**config.mk**
```make
export PLATFORM = sky130hd
export DESIGN_NAME = add_tree_acc_sched
export DESIGN_NICKNAME = d
export VERILOG_FILES = /design/src/rtl/conv_arith_pkg.sv /design/src/rtl/add_tree16_pipe.sv /design/src/rtl/add_tree_acc_sched.sv
export SDC_FILE = /design/constraint.sdc
export NUM_CORES = 1
export LEC_CHECK = 0
export ABC_AREA = 0
export CORE_MARGIN = 4
export CORE_UTILIZATION = 55
export CTS_CLUSTER_SIZE = 40
export DETAILED_ROUTE_END_ITERATION = 12
export PLACE_DENSITY_LB_ADDON = 0.1
export SLEW_MARGIN = 40
export SYNTH_ARGS = -nofsm -noshare
export SYNTH_HDL_FRONTEND = slang
export SYNTH_SLANG_ARGS = --single-unit
```
**constraint.sdc**
```tcl
create_clock -name iclk -period 3.35 [get_ports iclk]
set_clock_uncertainty 0.15 [all_clocks]
set_input_delay 0.67 -clock iclk [delete_from_list [all_inputs] [get_ports iclk]]
set_output_delay 0.67 -clock iclk [all_outputs]
set_load 0.03 [all_outputs]
```
**src/rtl/conv_arith_pkg.sv**
```systemverilog
// Shared types and constants for the conv datapath adder tree and its scheduler.
package conv_arith_pkg;

    typedef enum logic [1:0] {IDLE, RUN, DRAIN, OUT} state_e;

    localparam int TREE_LANES = 16;
    localparam int TREE_LAT   = 4;

    function automatic int tree_sum_w(input int data_w);
        return data_w + 4;
    endfunction

endpackage

```
**src/rtl/add_tree16_pipe.sv**
```systemverilog
// 16-lane, 4-stage registered balanced adder tree; every stage advances together on ien.
module add_tree16_pipe
    import conv_arith_pkg::*;
#(
    parameter int pDATA_W = 8
) (
    input  logic                                iclk,
    input  logic                                irst,
    input  logic                                ien,
    input  logic [TREE_LANES*pDATA_W-1:0]       idata,
    output logic [tree_sum_w(pDATA_W)-1:0]      osum
);

    // Bit offset of stage s inside the flat node vector; stage s nodes are pDATA_W+s+1 wide.
    function automatic int stage_off(input int s);
        int o;
        o = 0;
        for (int t = 0; t < s; t++) o += (TREE_LANES >> (t + 1)) * (pDATA_W + t + 1);
        return o;
    endfunction

    localparam int TOT = stage_off(TREE_LAT);
    localparam int SW  = tree_sum_w(pDATA_W);

    logic [TOT-1:0] tq, tn;

    for (genvar s = 0; s < TREE_LAT; s++) begin : g_st
        localparam int N    = TREE_LANES >> (s + 1);
        localparam int W    = pDATA_W + s + 1;
        localparam int OFF  = stage_off(s);
        localparam int POFF = (s == 0) ? 0 : stage_off(s - 1);
        for (genvar j = 0; j < N; j++) begin : g_nd
            if (s == 0) begin : g_leaf
                assign tn[OFF + j*W +: W] = W'(idata[(2*j)*pDATA_W +: pDATA_W])
                                          + W'(idata[(2*j+1)*pDATA_W +: pDATA_W]);
            end else begin : g_int
                assign tn[OFF + j*W +: W] = W'(tq[POFF + (2*j)*(W-1) +: W-1])
                                          + W'(tq[POFF + (2*j+1)*(W-1) +: W-1]);
            end
        end
    end

    always_ff @(posedge iclk) begin
        if (irst)     tq <= '0;
        else if (ien) tq <= tn;
    end

    assign osum = tq[TOT-1 -: SW];

endmodule

```
**src/rtl/add_tree_acc_sched.sv**
```systemverilog
// Burst scheduler/accumulator around the 16-input adder tree.
// Build option ADD_TREE_ACC_SAT_EN: saturating accumulator plus sticky osat output.
module add_tree_acc_sched
    import conv_arith_pkg::*;
#(
    parameter int pDATA_W   = 8,
    parameter int pLANES    = 16,
    parameter int pTREE_LAT = 4,
    parameter int pLEN_W    = 8,
    parameter int pACC_W    = 24
) (
    input  logic                        iclk,
    input  logic                        irst,
    input  logic                        istart,
    input  logic [pLEN_W-1:0]           icfg_len,
    input  logic                        ivalid,
    output logic                        oready,
    input  logic [pLANES*pDATA_W-1:0]   idata,
    output logic                        ovalid,
    input  logic                        iready,
    output logic [pACC_W-1:0]           odata,
    output logic                        obusy
`ifdef ADD_TREE_ACC_SAT_EN
    ,
    output logic                        osat
`endif
);

    localparam int SW = tree_sum_w(pDATA_W);

    state_e               state, state_nxt;
    logic [pLEN_W-1:0]    len, cnt_in, cnt_out;
    logic [pACC_W-1:0]    acc, acc_nxt, odata_q;
    logic [pTREE_LAT-1:0] vld_pipe;
    logic [SW-1:0]        tree_sum;
    logic                 fire, tree_en, last_in, sum_vld, ovalid_q;

    assign oready  = (state == RUN);
    assign fire    = ivalid & oready;
    assign tree_en = (state == RUN) || (state == DRAIN);
    assign last_in = fire && (cnt_in == len - 1'b1);
    assign sum_vld = tree_en && vld_pipe[pTREE_LAT-1];

    add_tree16_pipe #(.pDATA_W(pDATA_W)) u_tree (
        .iclk  (iclk),
        .irst  (irst),
        .ien   (tree_en),
        .idata (idata),
        .osum  (tree_sum)
    );

`ifdef ADD_TREE_ACC_SAT_EN
    logic [pACC_W:0] acc_sum;
    logic            sat;
    assign acc_sum = {1'b0, acc} + (pACC_W+1)'(tree_sum);
    assign acc_nxt = acc_sum[pACC_W] ? '1 : acc_sum[pACC_W-1:0];
    assign osat    = sat;

    always_ff @(posedge iclk) begin
        if (irst)                      sat <= 1'b0;
        else if (state == IDLE && istart) sat <= 1'b0;
        else if (sum_vld && acc_sum[pACC_W]) sat <= 1'b1;
    end
`else
    assign acc_nxt = acc + pACC_W'(tree_sum);
`endif

    always_comb begin
        state_nxt = state;
        case (state)
            IDLE:    if (istart) state_nxt = (icfg_len != '0) ? RUN : OUT;
            RUN:     if (last_in) state_nxt = DRAIN;
            DRAIN:   if (cnt_out == len) state_nxt = OUT;
            OUT:     if (ovalid_q && iready) state_nxt = IDLE;
            default: state_nxt = IDLE;
        endcase
    end

    always_ff @(posedge iclk) begin
        if (irst) begin
            state    <= IDLE;
            len      <= '0;
            cnt_in   <= '0;
            cnt_out  <= '0;
            acc      <= '0;
            vld_pipe <= '0;
            ovalid_q <= 1'b0;
            odata_q  <= '0;
        end else begin
            state <= state_nxt;
            if (tree_en) vld_pipe <= {vld_pipe[pTREE_LAT-2:0], fire};
            if (state == IDLE && istart) begin
                len     <= icfg_len;
                acc     <= '0;
                cnt_in  <= '0;
                cnt_out <= '0;
                // Empty burst goes straight to OUT with a zero result.
                if (icfg_len == '0) begin
                    odata_q  <= '0;
                    ovalid_q <= 1'b1;
                end
            end
            if (fire) cnt_in <= cnt_in + 1'b1;
            if (sum_vld) begin
                acc     <= acc_nxt;
                cnt_out <= cnt_out + 1'b1;
            end
            if (state == DRAIN && cnt_out == len) begin
                odata_q  <= acc;
                ovalid_q <= 1'b1;
            end
            if (state == OUT && ovalid_q && iready) ovalid_q <= 1'b0;
        end
    end

    assign ovalid = ovalid_q;
    assign odata  = odata_q;
    assign obusy  = (state != IDLE);

endmodule
```
==> summary.txt, run 1 <==
Status
  • Outcome: complete, no violations

STA
  • Crit share post-route: 83.9%
  • Slew HR: about 53%
  • Fin Setup TNS: 0 ns
  • Final Setup Violations: 0
  • Final Max Tran Viols: 0
  • Final hold vios: 0
  • Final min period: 2.81 ns
  • Fmax: 356 MHz
  • Worst slew pin tran: 0.698 ns
  • RSZ-0062 raised after global routing: false

Floorplan
  • Ports: 168
  • Starting Density: a little under three fifths
  • DIE WIDTH: 168 microns
  • Die area: around 28000 sq um
  • Core area: 25200 sq um
  • Rows: 58
  • Die height: 168 microns

Pwr
  • Worst vdd ir: 0.432 mV
  • Tot Pwr: 0.0114 W
  • Cell area power density: 679 nW/um^2
  • P_leak: 6.93 nW

GRT
  • Initial antenna violation count: 0
  • Vias in the first global route: ~11000
  • Gr usage total: 21.6%
  • Global-route wire length before repair: 53.2 mm
  • GR Overflow Total: 0
  • Largest net degree at the start of global routing: 103

Synthesis
  • Post-Synthesis Mean Instance Area: between 8 and 9 sq um
  • Most common cell in the netlist: dfxtp_1
  • Post-synthesis sequential area ratio: 32.1%
  • Top cell type's share of synthesized area: 32.1%
  • Synth top area cells: dfxtp_1 32%, ha_1 13%, nor2_1 5.8%
  • Post-Syn Area: 14000 sq um
  • Synth Instances: 1654
  • Yosys warns: 0
  • Most used DFF post-synth: dfxtp_1
  • Leading area contributor after synthesis: dfxtp_1
  • Post-synth EDFFs: 0
  • Synth cell count leaders: 225 x dfxtp_1, 217 x nor2_1, 151 x ha_1, 113 x nand2_1, 84 x a21oi_1
  • Share of flip-flops with an asynchronous set or reset: 0%
  • Post-Syn Nets: 1962
  • Number of distinct library cells after synthesis: 67
  • Synthesized flop and latch total: roughly 230

Finish
  • N_diodes: 0
  • FILL cells: 2102
  • Syn-to-layout area delta: 19.9%
  • Nets: between 2000 and 2500
  • Share of cells above drive strength 1: between 3 and 4%

Placed design
  • GPL Wtd Cong: 0.848
  • DP HPWL: 23.5 mm
  • # port buffers: ~170

Route
  • Vias per inst: 5.73
  • DRC errors left: 0
  • Final wirelength: 31.8 mm
  • First-pass iteration count of the detailed router: 5
  • Wire per inst: 14.9 microns
  • Initial DRC Count: 744
  • Vias: 12209
  • Antenna viol nets, final: 0

Critical path
  • Crit path max fanout: 5
  • Endpoint class of the critical path: output port
  • CP Data Arrival Time: just under 2 ns
  • Crit start category: flip-flop
  • Worst path required time: 2.53 ns
  • Setup CP Type: reg2out

Clock tree
  • CTS H-tree depth: 1
  • Clk_lat worst skew: 0.51 ns
  • Clk sinks: 225
  • Post-CTS resize count: 0
  • Worst-path clk slew: 0.06 ns
  • CTS tree: built
  • Clock Tree Root: clkbuf_16
  • Cts bufs inserted: 24
  • Post-CTS setup buffers: 0
  • # hold bufs at CTS: 0
  • CTS Buffer Depth: 3

Flow run
  • Max Cap Viol: 0

Worst hold path
  • Hold Path Class: reg2reg
[final timing paths]
kind | from | endpoint | slack [ns] | cells after the start
setup reg to reg | acc[0] | acc[22] | 0.64 | 9
hold reg to reg | acc[23] | acc[23] | 0.32 | 1
hold / removal | acc[23] | acc[23] | 0.32 | 1
setup / recovery | state[1] | oready | 0.54 | 3
[metrics by stage]
stage / hold WS [ns] / instances / utilization, % / setup slack, ns / cell area (sq um)
floorplan: 0.283 / 1654 / - / 0.829 / 14000
global placement: 0.302 / 2089 / 63.5 / 0.262 / 16000
detailed placement: 0.307 / 2089 / 63.5 / 0.142 / 16000
CTS: 0.318 / 2132 / 66.9 / 0.525 / 16800
global route: 0.339 / 2132 / 66.9 / 0.412 / 16800
finish: 0.315 / 2132 / 66.9 / 0.538 / 16800
[cell families (layout without fill, tap and decap cells)]
kind of cell | count (synthesis) | in the layout | share of synthesized area [%]
and+or+nand+nor | 572 | 572 | 19.4
DFF | 225 | 225 | 32.1
buffers and inverters | 157 | 305 | 4.35
AOI/OAI and AO/OA | 402 | 402 | 19.7
adders and majority gates | 167 | 167 | 15.7
xor gates and xnor gates | 71 | 71 | 4.43
muxes | 60 | 60 | 4.29
[critical path, stage by stage (launching register included)]
cell and delay (ns):
dfxtp_1 0.34, inv_1 0.14, ha_1 0.29, clkdlybuf4s50_1 0.71
[per-layer routing]
layer / wire, microns / track usage, % / share of wire, %
met4: 555 / 4.69 / 1.7
met1: 14600 / 28.7 / 46
met3: 1450 / 2.86 / 4.6
met2: 15200 / 37.6 / 48
met5: 0 / 0 / 0
[sequential cells by signal, indices dropped and copies added (netlist names)]
signal and count:
acc 24, cnt_in 8, cnt_out 8, len 8, odata 24, ovalid 1, state 2, u_tree.tq 146
vld_pipe 4
[cells in the final DEF (no fill, tap or decap), drive strengths merged, types with 12 or more instances in the layout]
cell type      instances
a21o                  19
mux2i                 59
ha                   151
nor2                 217
o21ai                 72
a22oi                 31
inv                   82
nor2b                 34
xor2                  36
nand2                113
xnor2                 35
and3                  19
clkdlybuf4s50        166
buf                   14
a211oi                36
a21oi                 84
or4                   12
nand3                 26
dfxtp                225
nor3                  67
o22ai                 21
a311o                 20
fa                    16
clkbuf                34
or3                   20
nand4                 15
[cell type report]
type,instances,area (sq um),area share (%)
clock inverters,9,97.6,0.579
flip-flops and latches,225,4500,26.7
well taps,330,413,2.45
clock buffers,34,739,4.39
inverters,82,310,1.84
multi-input cells,1272,8960,53.2
repair buffers,180,1820,10.8
[power by group]
part           leakage [nW]  internal [W]  switching [W]
clock network         0.419       0.00168        0.00108
logic                  4.69       0.00208        0.00274
registers              1.83       0.00335       0.000495
Note: power is estimated with default switching activity, not from simulation.
==> inputs of run 2 (changes only) <==
- CORE_UTILIZATION: 55 -> 52
- clock period: 3.35 -> 2.3 ns (I/O delays scaled with it)
==> run 2 against run 1 <==
Register-to-register slack worse by 0.62 ns. Cell count up 7.8%. Critical path depth up 5. Combinational power up 64%. Worst hold slack worse by 0.16 ns. Flip-flop and latch count unchanged. The run now ends with setup timing left. Die area up 5.5%. Count of clock-buffer cells in the layout down 5. First-iteration DRC count down 22%. Wire length up 12%. Worst setup slack worse by 0.55 ns. Non-clock buffer count up 161. Largest cell class unchanged.
==> summary.txt, run 2 (synthesis gave the netlist of run 1 again) <==
Status
  • Outcome: complete, but fails checks
  • Failing checks: setup timing

Route
  • Final wirelength: 35.6 mm (+12%)
  • Vias: 13014 (+6.6%)
  • Wire per inst: 15.5 microns (+3.7%)
  • Vias per inst: 5.66 (-1.1%)
  • DRC errors left: 0 (unchanged)
  • First-pass iteration count of the detailed router: 5 (unchanged)
  • Antenna viol nets, final: 0 (unchanged)
  • Initial DRC Count: 579 (-22%)

STA
  • Slew HR: 64.5% (+11 points)
  • Fmax: 432 MHz
  • Final hold vios: 0 (unchanged)
  • Final Max Tran Viols: 0 (unchanged)
  • Final Hold Slack: 0.156 ns (-0.159 ns)
  • Final Setup Violations: 1 (+1)
  • Fin Setup TNS: -0.0165 ns (-0.0165 ns)
  • Final min period: about 2.3 ns
  • Final worst slack: -0.0165 ns (-0.555 ns)
  • RSZ-0062 raised after global routing: true
  • Crit share post-route: 101%
  • Worst slew pin tran: 0.533 ns (-0.165 ns)

Floorplan
  • Ports: 168 (unchanged)
  • Rows: 59 (+1.7%)
  • Core area: 26300 sq um (+4.4%)
  • Starting Density: 53.4% (-2.3 points)
  • DIE WIDTH: 172 microns (+2.7%)
  • Die area: 29700 sq um (+5.5%)
  • Die height: 172 microns (+2.7%)

Finish
  • Share of cells above drive strength 1: 17.8% (+14 points)
  • Commonest non-fill, non-tap cell in the layout: nor2_1
  • Most flop-heavy register: u_tree.tq
  • Max reg flops: 146 (unchanged)
  • Most frequent cells in the layout: 217 x nor2_1, 212 x dfxtp_1, 166 x buf_4
  • N_diodes: 0 (unchanged)
  • Cell Count, Final, Fillers Out: 2299 (+7.8%)
  • Register area: 4530 sq um (+0.47%)
  • Multi-input logic area: 9480 sq um (+5.8%)
  • Nets: 2255 (+7.7%)
  • Syn-to-layout area delta: 32.7%
  • FILL cells: 2081 (-1.0%)

Pwr
  • P_leak: 7.92 nW (+14%)
  • Sequential power share: 31.7% (-1.9 points)
  • Pint: 0.0110 W (+54%)
  • Tot Pwr: 0.0177 W (+55%)
  • Worst vdd ir: 0.826 mV (+91%)
  • Combinational group share of total power: 44.9% (+2.7 points)
  • Cell area power density: 948 nW/um^2 (+40%)
  • Switching part of the total: 37.8% (+0.044 points)
  • Clk pwr share: 23.4% (-0.7 points)
  • Net Sw Power: 0.00667 W (+55%)

Critical path
  • Crit start category: input pin
  • Crit path max fanout: 2 (-3)
  • Setup CP Type: in2reg
  • Worst path required time: 2.55 ns (+0.02 ns)
  • CP Data Arrival Time: 2.57 ns (+0.58 ns)
  • Endpoint class of the critical path: flip-flop

Clock tree
  • Clk sinks: 225 (unchanged)
  • Worst-path clk slew: 0.06 ns (about the same)
  • CTS tree: built
  • Clock Tree Root: clkbuf_16
  • CTS Buffer Depth: 3 (unchanged)
  • Cts bufs inserted: 25 (+4.2%)
  • CTS H-tree depth: 1 (unchanged)
  • Clk_lat worst skew: 0.52 ns (about the same)

GRT
  • Gr usage total: 22.5% (+0.91 points)
  • Global-route wire length before repair: 56.9 mm (+7.1%)
  • Vias in the first global route: 12340 (+8.2%)
  • GR Overflow Total: 0 (unchanged)
  • Largest net degree at the start of global routing: 83 (-19%)
  • Initial antenna violation count: 0 (unchanged)

Placed design
  • # port buffers: 167 (unchanged)
  • Dpl cells: 2233 (+6.9%)
  • GPL Wtd Cong: 0.883 (+4.1%)
  • DP HPWL: 26.0 mm (+11%)
  • Pre-CTS WS: -0.731 ns (-0.873 ns)

Flow run
  • Max Cap Viol: 0 (unchanged)

Worst hold path
  • Hold Path Class: in2reg
==> run 2: cell count changes in the layout (fill, tap and decap cells not counted), sizes merged <==
cell,previous run,this run
buf,14,175
bufinv,2,4
clkbuf,34,30
clkdlybuf4s50,166,155
clkinv,6,10
dlygate4sd2,0,2
dlymetal6s2s,0,8
==> run 2: through the flow <==
step                area [sq um]  utilization [%]
floorplan                  14100                -
global placement           17100             65.0
detailed placement         17100             65.0
CTS                        18100             68.8
global route               18600             70.9
finish                     18600             70.9
==> run 2: worst paths after layout <==
kind                    from            end  slack (ns)  depth (start not counted)
setup / recovery  idata[105]  u_tree.tq[61]       -0.02                          8
hold / removal          irst      odata[23]        0.16                          2
setup reg to reg      acc[0]        acc[16]        0.02                         10
hold reg to reg      acc[23]        acc[23]        0.31                          1
==> run 2: area by class of cell <==
class                      instances  share of cell area [%]
sequential                       225                    24.3
clock inverter                    15                   0.973
multi-input combinational       1272                    50.8
inverter                          82                    1.66
timing repair buffer             341                    16.4
tap                              335                    2.25
clock buffer                      29                    3.60
==> run 2: repair_timing <==
action / 4_1_cts / 5_1_grt
setup endpoints to repair: 28 / 54
pin swaps: 26 / 59
gates resized for setup: 38 / 129
hold buffers: 0 / 0
buffers inserted: 9 / 15
==> run 2: worst max-delay path: stages <==
cell and delay (ns):
clkdlybuf4s50_1 0.49, ha_1 0.23, a21o_1 0.19, a21oi_2 0.19, o21ai_2 0.11, or4_1 0.43
and3_1 0.16, a311o_1 0.30
==> run 2: layer usage <==
layer	vias to the layer above	GRT usage (%)	share of wire [%]
met4	0	5.60	2.2
met5	-	0	0
met1	6079	29.0	44
met2	263	40.1	49
li1	6616	-	-
met3	56	2.86	3.9
==> run 2: power by group through the flow <==
stage          combinational, W  clock [W]  sequential, W
2_1_floorplan           0.00542          0        0.00538
3_3_place_gp            0.00742          0        0.00561
3_5_place_dp            0.00757          0        0.00563
4_1_cts                 0.00768    0.00421        0.00557
5_1_grt                 0.00883    0.00435        0.00568
6_report                0.00793    0.00413        0.00559
==> inputs of run 3 (changes only) <==
- GPL_TIMING_DRIVEN: unset -> 0
==> run 3 against run 2 <==
The run still ends with setup timing left. Global-route usage increased by 5.0 points. Via count increased by 3.4%. Design area decreased by 3.1%. Clock power decreased by 5.8%. Utilization decreased by 2.2 points. Combinational power increased by 10%. Critical endpoint is now acc[18]. Highest routed layer unchanged.
==> summary.txt, run 3 (synthesis gave the netlist of run 1 again) <==
Route
  • First-pass iteration count of the detailed router: 9 (+4)
  • DRC errors left: 0 (unchanged)
  • Wire per inst: 19.3 microns (+25%)
  • Final wirelength: 43.4 mm (+22%)
  • Antenna viol nets, final: 0 (unchanged)
  • Vias: 13456 (+3.4%)
  • Vias per inst: 6.00 (+5.9%)
  • Initial DRC Count: 999 (+73%)

STA
  • Crit share post-route: 102% (+1.7 points)
  • Final min period: 2.36 ns (+0.0392 ns)
  • Worst slew pin tran: 0.769 ns (+0.237 ns)
  • Slew HR: 48.2% (-16 points)
  • Final Setup Violations: 4 (+3)
  • Final hold vios: 0 (unchanged)
  • Final worst slack: -0.0557 ns (-0.0392 ns)
  • Fmax: 425 MHz (-1.7%)
  • RSZ-0062 raised after global routing: true
  • Final Max Tran Viols: 0 (unchanged)

Placed design
  • # port buffers: 167 (unchanged)
  • GPL Wtd Cong: 0.969 (+9.7%)
  • Pre-CTS WS: -1.86 ns (-1.13 ns)
  • DP HPWL: 31.8 mm (+22%)

Critical path
  • CP max stage delay: 0.36 ns (-0.13 ns)
  • FF-to-FF setup slack: -0.06 ns (-0.08 ns)
  • Endpoint class of the critical path: flip-flop
  • Crit path max fanout: 7 (+5)
  • Highest-delay cell along the critical path: dfxtp_4
  • Worst path required time: 2.57 ns (+0.02 ns)
  • Setup CP Type: reg2reg
  • Worst-path cell chain: ha_4 -> inv_2 -> fa_2 -> nand2b_4 -> a211oi_2 -> o31a_1 -> o21ai_2 -> buf_6 -> buf_4 -> o41ai_1
  • CP Data Arrival Time: 2.62 ns (+0.05 ns)
  • Crit start category: flip-flop

Finish
  • Fin util: 68.7% (-2.2 points)
  • Max reg flops: 146 (unchanged)
  • Nets: 2199 (-2.5%)
  • N_diodes: 0 (unchanged)
  • Share of cells above drive strength 1: 15.1% (-2.6 points)
  • Most flop-heavy register: u_tree.tq
  • Syn-to-layout area delta: 28.6%
  • Most frequent cells in the layout: 215 x nor2_1, 214 x dfxtp_1, 151 x clkdlybuf4s50_1
  • Commonest non-fill, non-tap cell in the layout: nor2_1

GRT
  • Largest net degree at the start of global routing: 14 (-83%)
  • Global-route wire length before repair: 65.2 mm (+15%)
  • Gr usage total: 27.5% (+5.0 points)
  • GR Overflow Total: 0 (unchanged)
  • Initial antenna violation count: 0 (unchanged)
  • Vias in the first global route: 12466 (+1.0%)

Floorplan
  • Die area: 29700 sq um (unchanged)
  • Core area: 26300 sq um (unchanged)
  • Die height: 172 microns (unchanged)
  • Starting Density: 53.4% (unchanged)
  • Ports: 168 (unchanged)
  • Rows: 59 (unchanged)
  • DIE WIDTH: 172 microns (unchanged)

Pwr
  • Cell area power density: 1010 nW/um^2 (+6.7%)
  • P_leak: 7.57 nW (-4.4%)
  • Worst vdd ir: 0.582 mV (-29%)

Flow run
  • Max Cap Viol: 0 (unchanged)

Status
  • Outcome: complete, but fails checks
  • Failing checks: setup timing

Clock tree
  • Clk sinks: 225 (unchanged)
  • CTS tree: built
  • Clk_lat worst skew: 0.53 ns (about the same)
  • Clock Tree Root: clkbuf_16
  • CTS Buffer Depth: 3 (unchanged)
  • # hold bufs at CTS: 0 (unchanged)
  • CTS H-tree depth: 1 (unchanged)
  • Cts bufs inserted: 25 (unchanged)
  • Worst-path clk slew: 0.06 ns (about the same)

Worst hold path
  • Hold Path Class: in2reg
==> run 3: cell types whose count changed in the layout (fill, tap and decap cells not counted), sizes merged <==
cell	change
dlymetal6s2s	+6
buf	-107
dlygate4sd2	-2
inv	-1
clkinv	-1
clkinvlp	+1
clkdlybuf4s50	-4
clkbuf	+54
bufinv	-3
clkdlybuf4s15	+2
==> run 3: cell type report <==
class / count / area, sq um
Timing Repair Buffer: 212 / 2080
Buffer: 73 / 429
Multi-Input combinational cell: 1272 / 9490
Tap cell: 335 / 419
Inverter: 82 / 312
Clock inverter: 11 / 82.6
Clock buffer: 34 / 709
Sequential cell: 225 / 4530
Fill cell: 2180 / 8230
==> run 3: worst max-delay path, delay by kind of cell, from the launching register on <==
kind	cells	cell delay (ns)
flip-flops	1	0.36
AND/OR/NAND/NOR	1	0.16
adder cells (fa/ha/maj)	2	0.47
buffers and inverters	3	0.31
AO/OA/AOI/OAI	4	0.80
==> run 3: final timing paths <==
path                        end  depth (start not counted)            from
setup / recovery        acc[18]                         10  u_tree.tq[134]
hold / removal    u_tree.tq[63]                          4      idata[112]
setup reg to reg        acc[18]                         10  u_tree.tq[134]
hold reg to reg         acc[23]                          1         acc[23]
==> run 3: routing by layer <==
| layer | share of wire, % | global-route usage, % |
|---|---|---|
| met5 | 0 | 0 |
| met4 | 3.0 | 9.02 |
| met3 | 6.7 | 4.02 |
| met2 | 48 | 47.5 |
| met1 | 43 | 35.4 |
==> run 3: where the power goes <==
| group | switching, W | internal (W) | total [W] |
|---|---|---|---|
| registers | 0.000702 | 0.00489 | 0.00559 |
| logic | 0.00525 | 0.00351 | 0.00876 |
| clock network | 0.00163 | 0.00226 | 0.00389 |
| total | 0.00758 | 0.0107 | 0.0182 |
==> run 3: what timing repair did <==
action                     4_1_cts  5_1_grt
gates cloned                     0        1
setup endpoints to repair      224      142
pin swaps                       28       68
resized for setup              124      142
setup buffers                   16       29
==> run 3: stage by stage <==
stage               TNS (ns)  cell area, sq um  instances  hold WS [ns]  total power, W
floorplan                  0             14100       1654         0.283          0.0108
global placement     -260.50             16200       2156         0.307          0.0133
detailed placement   -268.94             16200       2156         0.313          0.0135
CTS                   -0.128             17400       2216         0.321          0.0178
global route           -1.22             18100       2244         0.238          0.0192
finish                -0.143             18100       2244         0.194          0.0182
